**config.mk**
```make
export PLATFORM = sky130hd
export DESIGN_NAME = instr_feeder_flat
export DESIGN_NICKNAME = d
export VERILOG_FILES = /design/src/rtl/instr_feeder_if.sv /design/src/rtl/instr_feeder.sv /design/src/flat_wrapper.sv
export SDC_FILE = /design/constraint.sdc
export NUM_CORES = 1
export LEC_CHECK = 0
export ABC_AREA = 0
export CORE_ASPECT_RATIO = 0.5
export CORE_MARGIN = 8
export CORE_UTILIZATION = 49
export CTS_CLUSTER_DIAMETER = 30
export DETAILED_ROUTE_END_ITERATION = 6
export PLACE_DENSITY = 0.66
export SYNTH_ARGS = -nofsm -noshare
export SYNTH_HDL_FRONTEND = slang
export SYNTH_SLANG_ARGS = --single-unit
export TNS_END_PERCENT = 10
```
**constraint.sdc**
```tcl
create_clock -name CLK -period 6.3 [get_ports CLK]
set_input_delay 1.26 -clock CLK [delete_from_list [all_inputs] [get_ports CLK]]
set_output_delay 1.26 -clock CLK [all_outputs]
set_load 0.01 [all_outputs]
```
**src/rtl/instr_feeder_if.sv**
```systemverilog
// instr_feeder_if
//   Bundles the serial load stream, run/flush controls and the core-side
//   issue/status signals of the instruction feeder.
//   Parameters: WIDTH (instruction word width), DEPTH (FIFO entries).
//   master modport: drives SER_DATA, SER_VALID, FLUSH, RUN and observes
//                   INSTRUCTION, WRITE_EN, FULL, EMPTY, COUNT, OVERFLOW.
//   slave modport:  the feeder itself (mirror of master).
interface instr_feeder_if #(
    parameter int WIDTH = 9,
    parameter int DEPTH = 8
);
    logic                     SER_DATA;
    logic                     SER_VALID;
    logic                     FLUSH;
    logic                     RUN;
    logic [WIDTH-1:0]         INSTRUCTION;
    logic                     WRITE_EN;
    logic                     FULL;
    logic                     EMPTY;
    logic [$clog2(DEPTH):0]   COUNT;
    logic                     OVERFLOW;

    modport master (
        output SER_DATA, SER_VALID, FLUSH, RUN,
        input  INSTRUCTION, WRITE_EN, FULL, EMPTY, COUNT, OVERFLOW
    );

    modport slave (
        input  SER_DATA, SER_VALID, FLUSH, RUN,
        output INSTRUCTION, WRITE_EN, FULL, EMPTY, COUNT, OVERFLOW
    );
endinterface

```
**src/rtl/instr_feeder.sv**
```systemverilog
// instr_feeder
//   Deserializes WIDTH-bit instruction words (MSB first) from a single-pin
//   stream, buffers them in a DEPTH-entry FIFO and issues them to the cpu
//   core as INSTRUCTION plus a one-cycle WRITE_EN strobe while RUN is high.
//   Ports:
//     CLK      - single clock, rising edge
//     RESET_N  - asynchronous active-low reset
//     bus      - instr_feeder_if.slave: SER_DATA/SER_VALID serial input,
//                FLUSH synchronous clear, RUN issue enable, INSTRUCTION and
//                WRITE_EN to the core, FULL/EMPTY/COUNT/OVERFLOW status.
module instr_feeder #(
    parameter int WIDTH = 9,
    parameter int DEPTH = 8
) (
    input  logic            CLK,
    input  logic            RESET_N,
    instr_feeder_if.slave   bus
);
    localparam int PTR_W = $clog2(DEPTH);
    localparam int CNT_W = PTR_W + 1;
    localparam int BIT_W = $clog2(WIDTH);

    localparam logic [BIT_W-1:0] LAST_BIT   = BIT_W'(WIDTH - 1);
    localparam logic [CNT_W-1:0] FULL_COUNT = CNT_W'(DEPTH);

    typedef enum logic {IDLE, ISSUE} state_t;

    state_t             state;
    state_t             state_next;
    logic [WIDTH-1:0]   shift_reg;
    logic [BIT_W-1:0]   bit_cnt;
    logic [WIDTH-1:0]   mem [DEPTH];
    logic [PTR_W-1:0]   rd_ptr;
    logic [PTR_W-1:0]   wr_ptr;
    logic [CNT_W-1:0]   count;
    logic               overflow;
    logic [WIDTH-1:0]   instruction;
    logic               write_en;
    logic               write_en_next;
    logic               pop;
    logic               fifo_full;
    logic               fifo_empty;
    logic               word_done;
    logic               push_ok;
    logic [WIDTH-1:0]   word_in;

    assign fifo_full  = (count == FULL_COUNT);
    assign fifo_empty = (count == '0);

    // The completing bit is appended directly so the word is pushed on the
    // same edge that samples it.
    assign word_in   = {shift_reg[WIDTH-2:0], bus.SER_DATA};
    assign word_done = bus.SER_VALID && !bus.FLUSH && (bit_cnt == LAST_BIT);
    // A pop on the same edge frees the slot, so a full FIFO can still accept.
    assign push_ok   = word_done && (!fifo_full || pop);

    always_ff @(posedge CLK or negedge RESET_N) begin
        if (!RESET_N) begin
            state <= IDLE;
        end else begin
            state <= state_next;
        end
    end

    always_comb begin
        state_next = state;
        case (state)
            IDLE:    if (bus.RUN && !fifo_empty) state_next = ISSUE;
            ISSUE:   if (!bus.RUN || fifo_empty) state_next = IDLE;
            default: state_next = IDLE;
        endcase
        if (bus.FLUSH) begin
            state_next = IDLE;
        end
    end

    always_comb begin
        pop           = 1'b0;
        write_en_next = 1'b0;
        if (state == ISSUE && bus.RUN && !fifo_empty && !bus.FLUSH) begin
            pop           = 1'b1;
            write_en_next = 1'b1;
        end
    end

    always_ff @(posedge CLK or negedge RESET_N) begin
        if (!RESET_N) begin
            shift_reg <= '0;
            bit_cnt   <= '0;
        end else if (bus.FLUSH) begin
            shift_reg <= '0;
            bit_cnt   <= '0;
        end else if (bus.SER_VALID) begin
            shift_reg <= word_in;
            bit_cnt   <= (bit_cnt == LAST_BIT) ? '0 : bit_cnt + BIT_W'(1);
        end
    end

    always_ff @(posedge CLK or negedge RESET_N) begin
        if (!RESET_N) begin
            rd_ptr   <= '0;
            wr_ptr   <= '0;
            count    <= '0;
            overflow <= 1'b0;
        end else if (bus.FLUSH) begin
            rd_ptr   <= '0;
            wr_ptr   <= '0;
            count    <= '0;
            overflow <= 1'b0;
        end else begin
            if (push_ok) wr_ptr <= wr_ptr + PTR_W'(1);
            if (pop)     rd_ptr <= rd_ptr + PTR_W'(1);
            count <= count + CNT_W'(push_ok) - CNT_W'(pop);
            if (word_done && !push_ok) overflow <= 1'b1;
        end
    end

    // Storage needs no reset: only slots between the pointers are ever read.
    always_ff @(posedge CLK) begin
        if (push_ok) begin
            mem[wr_ptr] <= word_in;
        end
    end

    always_ff @(posedge CLK or negedge RESET_N) begin
        if (!RESET_N) begin
            instruction <= '0;
            write_en    <= 1'b0;
        end else begin
            write_en <= write_en_next;
            if (pop) instruction <= mem[rd_ptr];
        end
    end

    assign bus.INSTRUCTION = instruction;
    assign bus.WRITE_EN    = write_en;
    assign bus.FULL        = fifo_full;
    assign bus.EMPTY       = fifo_empty;
    assign bus.COUNT       = count;
    assign bus.OVERFLOW    = overflow;
endmodule
```
**src/flat_wrapper.sv**
```systemverilog
// flat-port wrapper written by rule: the top's interface ports become plain ports
module instr_feeder_flat 
#(
    parameter int WIDTH = 9,
    parameter int DEPTH = 8
)
  (CLK, RESET_N, bus_SER_DATA, bus_SER_VALID, bus_FLUSH, bus_RUN, bus_INSTRUCTION, bus_WRITE_EN, bus_FULL, bus_EMPTY, bus_COUNT, bus_OVERFLOW);
  instr_feeder_if #(.WIDTH(WIDTH), .DEPTH(DEPTH)) bus_i ();
  input  logic CLK;
  input  logic RESET_N;
  input wire logic [$bits(bus_i.SER_DATA)-1:0] bus_SER_DATA;
  input wire logic [$bits(bus_i.SER_VALID)-1:0] bus_SER_VALID;
  input wire logic [$bits(bus_i.FLUSH)-1:0] bus_FLUSH;
  input wire logic [$bits(bus_i.RUN)-1:0] bus_RUN;
  output wire logic [$bits(bus_i.INSTRUCTION)-1:0] bus_INSTRUCTION;
  output wire logic [$bits(bus_i.WRITE_EN)-1:0] bus_WRITE_EN;
  output wire logic [$bits(bus_i.FULL)-1:0] bus_FULL;
  output wire logic [$bits(bus_i.EMPTY)-1:0] bus_EMPTY;
  output wire logic [$bits(bus_i.COUNT)-1:0] bus_COUNT;
  output wire logic [$bits(bus_i.OVERFLOW)-1:0] bus_OVERFLOW;
  assign bus_i.SER_DATA = bus_SER_DATA;
  assign bus_i.SER_VALID = bus_SER_VALID;
  assign bus_i.FLUSH = bus_FLUSH;
  assign bus_i.RUN = bus_RUN;
  assign bus_INSTRUCTION = bus_i.INSTRUCTION;
  assign bus_WRITE_EN = bus_i.WRITE_EN;
  assign bus_FULL = bus_i.FULL;
  assign bus_EMPTY = bus_i.EMPTY;
  assign bus_COUNT = bus_i.COUNT;
  assign bus_OVERFLOW = bus_i.OVERFLOW;
  instr_feeder #(.WIDTH(WIDTH), .DEPTH(DEPTH)) u_core (.CLK(CLK), .RESET_N(RESET_N), .bus(bus_i));
endmodule
```
# --- After elaboration in Yosys (flattened, before gate mapping) ---
# Memory sizes are Yosys's and may differ from the RTL's. A register that Yosys moved wholly into a read port is not among the register bits.
# Index checks and enable logic that the tools add are counted.
totals:
  reg_bits: 25
  latch_bits: 0
  mem_bits_rw: 72
  romBits: 0
  in_bits: 6
  output_inout_bits: 17
  elab_cells: 57
  mem_count: 1
classes:
  addsub: 5
  n_mul: 0
  div: 0
  order_cmp: 0
  eq_ne: 2
  shifts: 0
  n_mux: 19
  bitwise_logic: 1
  reduce_logical: 21
mem_list:
  columns: ["memory", "words", "word_bits", "rd", "rd_clocked_by_memory_dff", "write_ports", "line_no", "source"]
  rows:
  - ["u_core.mem", 8, 9, 1, 1, 1, "instr_feeder.sv:32", "logic [WIDTH-1:0] mem [DEPTH];"]
op_table:
  columns: ["operator", "n"]
  rows:
  - ["$mux W4", 4]
  - ["$mux W8", 2]
  - ["$mux W3", 4]
  - ["$eq A4 B4 Y1 const B", 2]
  - ["$logic_and A1 B1 Y1", 8]
  - ["$mux W1", 8]
  - ["$reduce_bool A2 Y1", 4]
  - ["$add A3 B1 Y3 const B", 2]
  - ["$logic_not A1 Y1", 6]
  - ["$add A4 B1 Y4", 1]
  - ["$add A4 B1 Y4 const B", 1]
  - ["$logic_not A4 Y1", 1]
  - ["$sub A4 B1 Y4", 1]
  - ["$logic_or A1 B1 Y1", 2]
  - ["$pmux W1 S2", 1]
  - ["$not A1 Y1", 1]

# --- Longest topological paths before layout ---
depth:
  depth_word: 11
  ltp_mapped: 12
  depth_no_buf: 11

# --- Least setup slack after synthesis ---
# OpenSTA, ideal clock, no wires.
synth_path:
  path_kind: "in2reg"
  startpoint: "input bus_RUN"
  endpoint: "memory u_core.mem[0][0], enable pin"
  setup_time_ns: 0.403
  t_arrival_ns: 2.666
  required_time_ns: 5.897
  path_slack_ns: 3.232
  cell_stages: 4
  path_buffers: 0
  cell_sequence: "nand3b_1 -> nand2_1 -> nand2_1 -> nor4b_1"
synth_via:
  elab_chain_cells: 8
synth_lines:
  columns: ["item", "line_no", "source"]
  rows:
  - ["start: declaration", "flat_wrapper.sv:14", "input wire logic [$bits(bus_i.RUN)-1:0] bus_RUN;"]
  - ["$logic_and A1 B1 Y1 (3 in series)", "instr_feeder.sv:80", "if (state == ISSUE && bus.RUN && !fifo_empty && !bus.FLUSH) begin"]
  - ["$mux W1", "instr_feeder.sv:80", null]
  - ["$logic_or A1 B1 Y1", "instr_feeder.sv:55", "assign push_ok = word_done && (!fifo_full || pop);"]
  - ["$logic_and A1 B1 Y1", "instr_feeder.sv:55", null]
  - ["$mux W1", "instr_feeder.sv:120", "if (push_ok) begin"]
  - ["$mux W1 (implied by the code)", "instr_feeder.sv:121", "mem[wr_ptr] <= word_in;"]
  - ["end: declaration", "instr_feeder.sv:32", null]
# Every way passes these cells.

# --- Final worst setup path ---
layout_path:
  startpoint: "input bus_SER_VALID"
  endpoint: "memory u_core.mem[2][6], enable pin"
layout_via:
  elab_chain_cells: 5
layout_lines:
  columns: ["item", "line_no", "source"]
  rows:
  - ["start: declaration", "flat_wrapper.sv:12", "input wire logic [$bits(bus_i.SER_VALID)-1:0] bus_SER_VALID;"]
  - ["$logic_and A1 B1 Y1 (2 in series)", "instr_feeder.sv:53", "assign word_done = bus.SER_VALID && !bus.FLUSH && (bit_cnt == LAST_BIT);"]
  - ["$logic_and A1 B1 Y1", "instr_feeder.sv:55", null]
  - ["$mux W1", "instr_feeder.sv:120", null]
  - ["$mux W1 (implied by the code)", "instr_feeder.sv:121", null]
# Every way passes these cells.

==> out/metrics.yaml <==
status: "finished clean"
final.setup_skew_ns: 0.00540
finalWirelength_um: 8580
post_cts_buffers: 0
firstDrtPassIters: 4
grtUsageMet1_pct: 20.3
peakVddDrop_mv: 0.151
cp.arrival_ns: 3.69
dp_cells: 434
cts_tree: "done"
leakage_uw: 0.00182
synth_cell_types: 40
cts_buffer_depth: 2
maxSlewHeadroom_pct: 25.8
yosysWarnings: 0
cts_resized: 0
route.detailed.drc: 0
synth_edf_count: 72
nets: 345
hold_depth: 2
finalHoldViolations: 0
grt_overflow: 0
initial_core_util_pct: 50.8
total_power_uw: 1400
ioPinCount: 23
cts_hold_buf: 0
drt_iter0_drc: 133
final_cell_mix: "72 x edfxtp_1, 46 x mux2i_1, 33 x dfrtp_1"
dieArea_um2: 12600
synth_cells: 304
finalCriticalPeriod_ns: 3.73
numCtsBuffers: 9
synth_nets: 321
syn2layout_area_growth_pct: 14.3
antenna_found_initial: 0
r2r_cells: 9
n_fill_cell: 690
die_w_um: 151
crit_required_ns: 6.26
viasPerCell: 5.40
clock_latency_ns: 0.34
tightest_slew_ns: 1.11
syn_area_um2: 4460
avgSynthCellArea_um2: 14.7
fin_crit_sh_pct: 59.3
final-seq-area_um2: 3010
cts_root_buf: "clkbuf_16"
async_reset_ff_share_pct: 32.1
synthFlopType: "edfxtp_1"
grt_pass1_wl_um: 13900
hold_path.class: "flop to flop"
grt.total_usage_pct: 14.5
grt.met2_usage_pct: 21.2
num_antenna_cells: 0
finalMaxSlewViolations: 0
maxCapViolCount: 0
path_clk_slew_ns: 0.06
drtAntennaViolNets: 0
final_common_cell: "edfxtp_1"
fp.dieH_um: 83.4
gr-usage-met3_pct: 4.33
power_density_nw_per_um2: 274
holdWs_ns: 0.512
worstSetupStartpointType: "input pin"
largest_reg_flops: 72
grt_max_degree: 39
row_count: 24
finalSetupTns_ns: 0
core_area_um2: 8770
synth-seq-area-share_pct: 67.6
fin_cells: 450
cp_max_fo: 15
cts_max_level: 3
clock_sinks: 106
setup_viol: 0
ys_ff_latch: 106
via_count: 2429
io_buffers: 22
top_usage_layer: "met2"
gp_congestion: 0.773
placed_area_um2: 4780
hpwl_um: 5670
critPathKind: "input pin to flop"
multi_input_area_um2: 1320
fmax_mhz: 268
final_area_um2: 5090
worst_setup_path_end_kind: "flop"
avgRoutedWirePerCell_um: 19.1
grt_pass1_vias: 2513
drive_gt1_share_pct: 9.01
rsz0062_at_grt: "no"
[final cells by class]
| class | instances | share of cell area (%) |
|---|---|---|
| Multi-Input combinational cell | 169 | 25.9 |
| Clock buffer | 10 | 4.50 |
| Inverter | 17 | 1.25 |
| Clock inverter | 6 | 1.60 |
| Timing Repair Buffer | 25 | 4.67 |
| Tap cell | 117 | 2.87 |
| Sequential cell | 106 | 59.2 |
[worst paths after layout]
path / start / endpoint / slack [ns]
setup reg to reg: u_core.bus.COUNT[2] / u_core.bus.COUNT[1] / 3.45
setup / recovery: bus_SER_VALID / u_core.mem[2][6] / 2.57
max in group asynchronous: RESET_N / u_core.rd_ptr[0] / 4.67
hold reg to reg: u_core.bus.OVERFLOW / u_core.bus.OVERFLOW / 0.51
hold / removal: u_core.bus.OVERFLOW / u_core.bus.OVERFLOW / 0.51
min in group asynchronous: RESET_N / u_core.bit_cnt[0] / 1.03
[synthesized netlist by cell type (all sizes together) (6+ instances only)]
cell type	number	area [um2]
a22oi	18	135
nand3	9	45.0
inv	17	63.8
o21ai	12	60.1
a21oi	6	30.0
dfrtp	34	851
mux2i	46	460
nor2	23	86.3
buf	7	53.8
edfxtp	72	2160
ha	10	125
nand2	9	36.3
[cells by family (layout without fill, tap and decap cells)]
kind of cell	Yosys count	count (layout)	share of synthesized area [%]
xor gates and xnor gates	5	5	0.982
muxes	46	46	10.3
adders and majority gates	11	11	3.26
AOI/OAI and AO/OA	42	42	6.34
DFF	106	106	67.6
buffers and inverters	29	58	3.06
and+or+nand+nor	65	65	8.45
[metrics by stage]
| stage | setup WS, ns | utilization [%] |
|---|---|---|
| 3_3_place_gp | 2.34 | 54.6 |
| 4_1_cts | 2.52 | 58.1 |
| 5_1_grt | 2.37 | 58.1 |
| 3_5_place_dp | 2.15 | 54.6 |
| 2_1_floorplan | 3.23 | - |
| 6_report | 2.57 | 58.1 |
[where the power goes]
group	switching, uW	total, uW	internal [uW]	leakage (uW)
sequential	8.91	761	752	0.00111
clock	232	577	345	0.000150
combinational	29.0	58.7	29.7	0.000561
total	270	1400	1130	0.00182
[per-layer routing]
metal  vias up  wire (um)
li1       1163          -
met1      1218       4250
met2        42       3870
met3         6        418
met4         0         38
met5         -          0
[worst max-delay path: stages]
cell and delay [ns]:
clkdlybuf4s50_1 0.89, and4b_1 0.35, a21boi_4 0.29, nand2_2 0.13, nor4_2 0.76
Power figures use the tool's default switching activity.
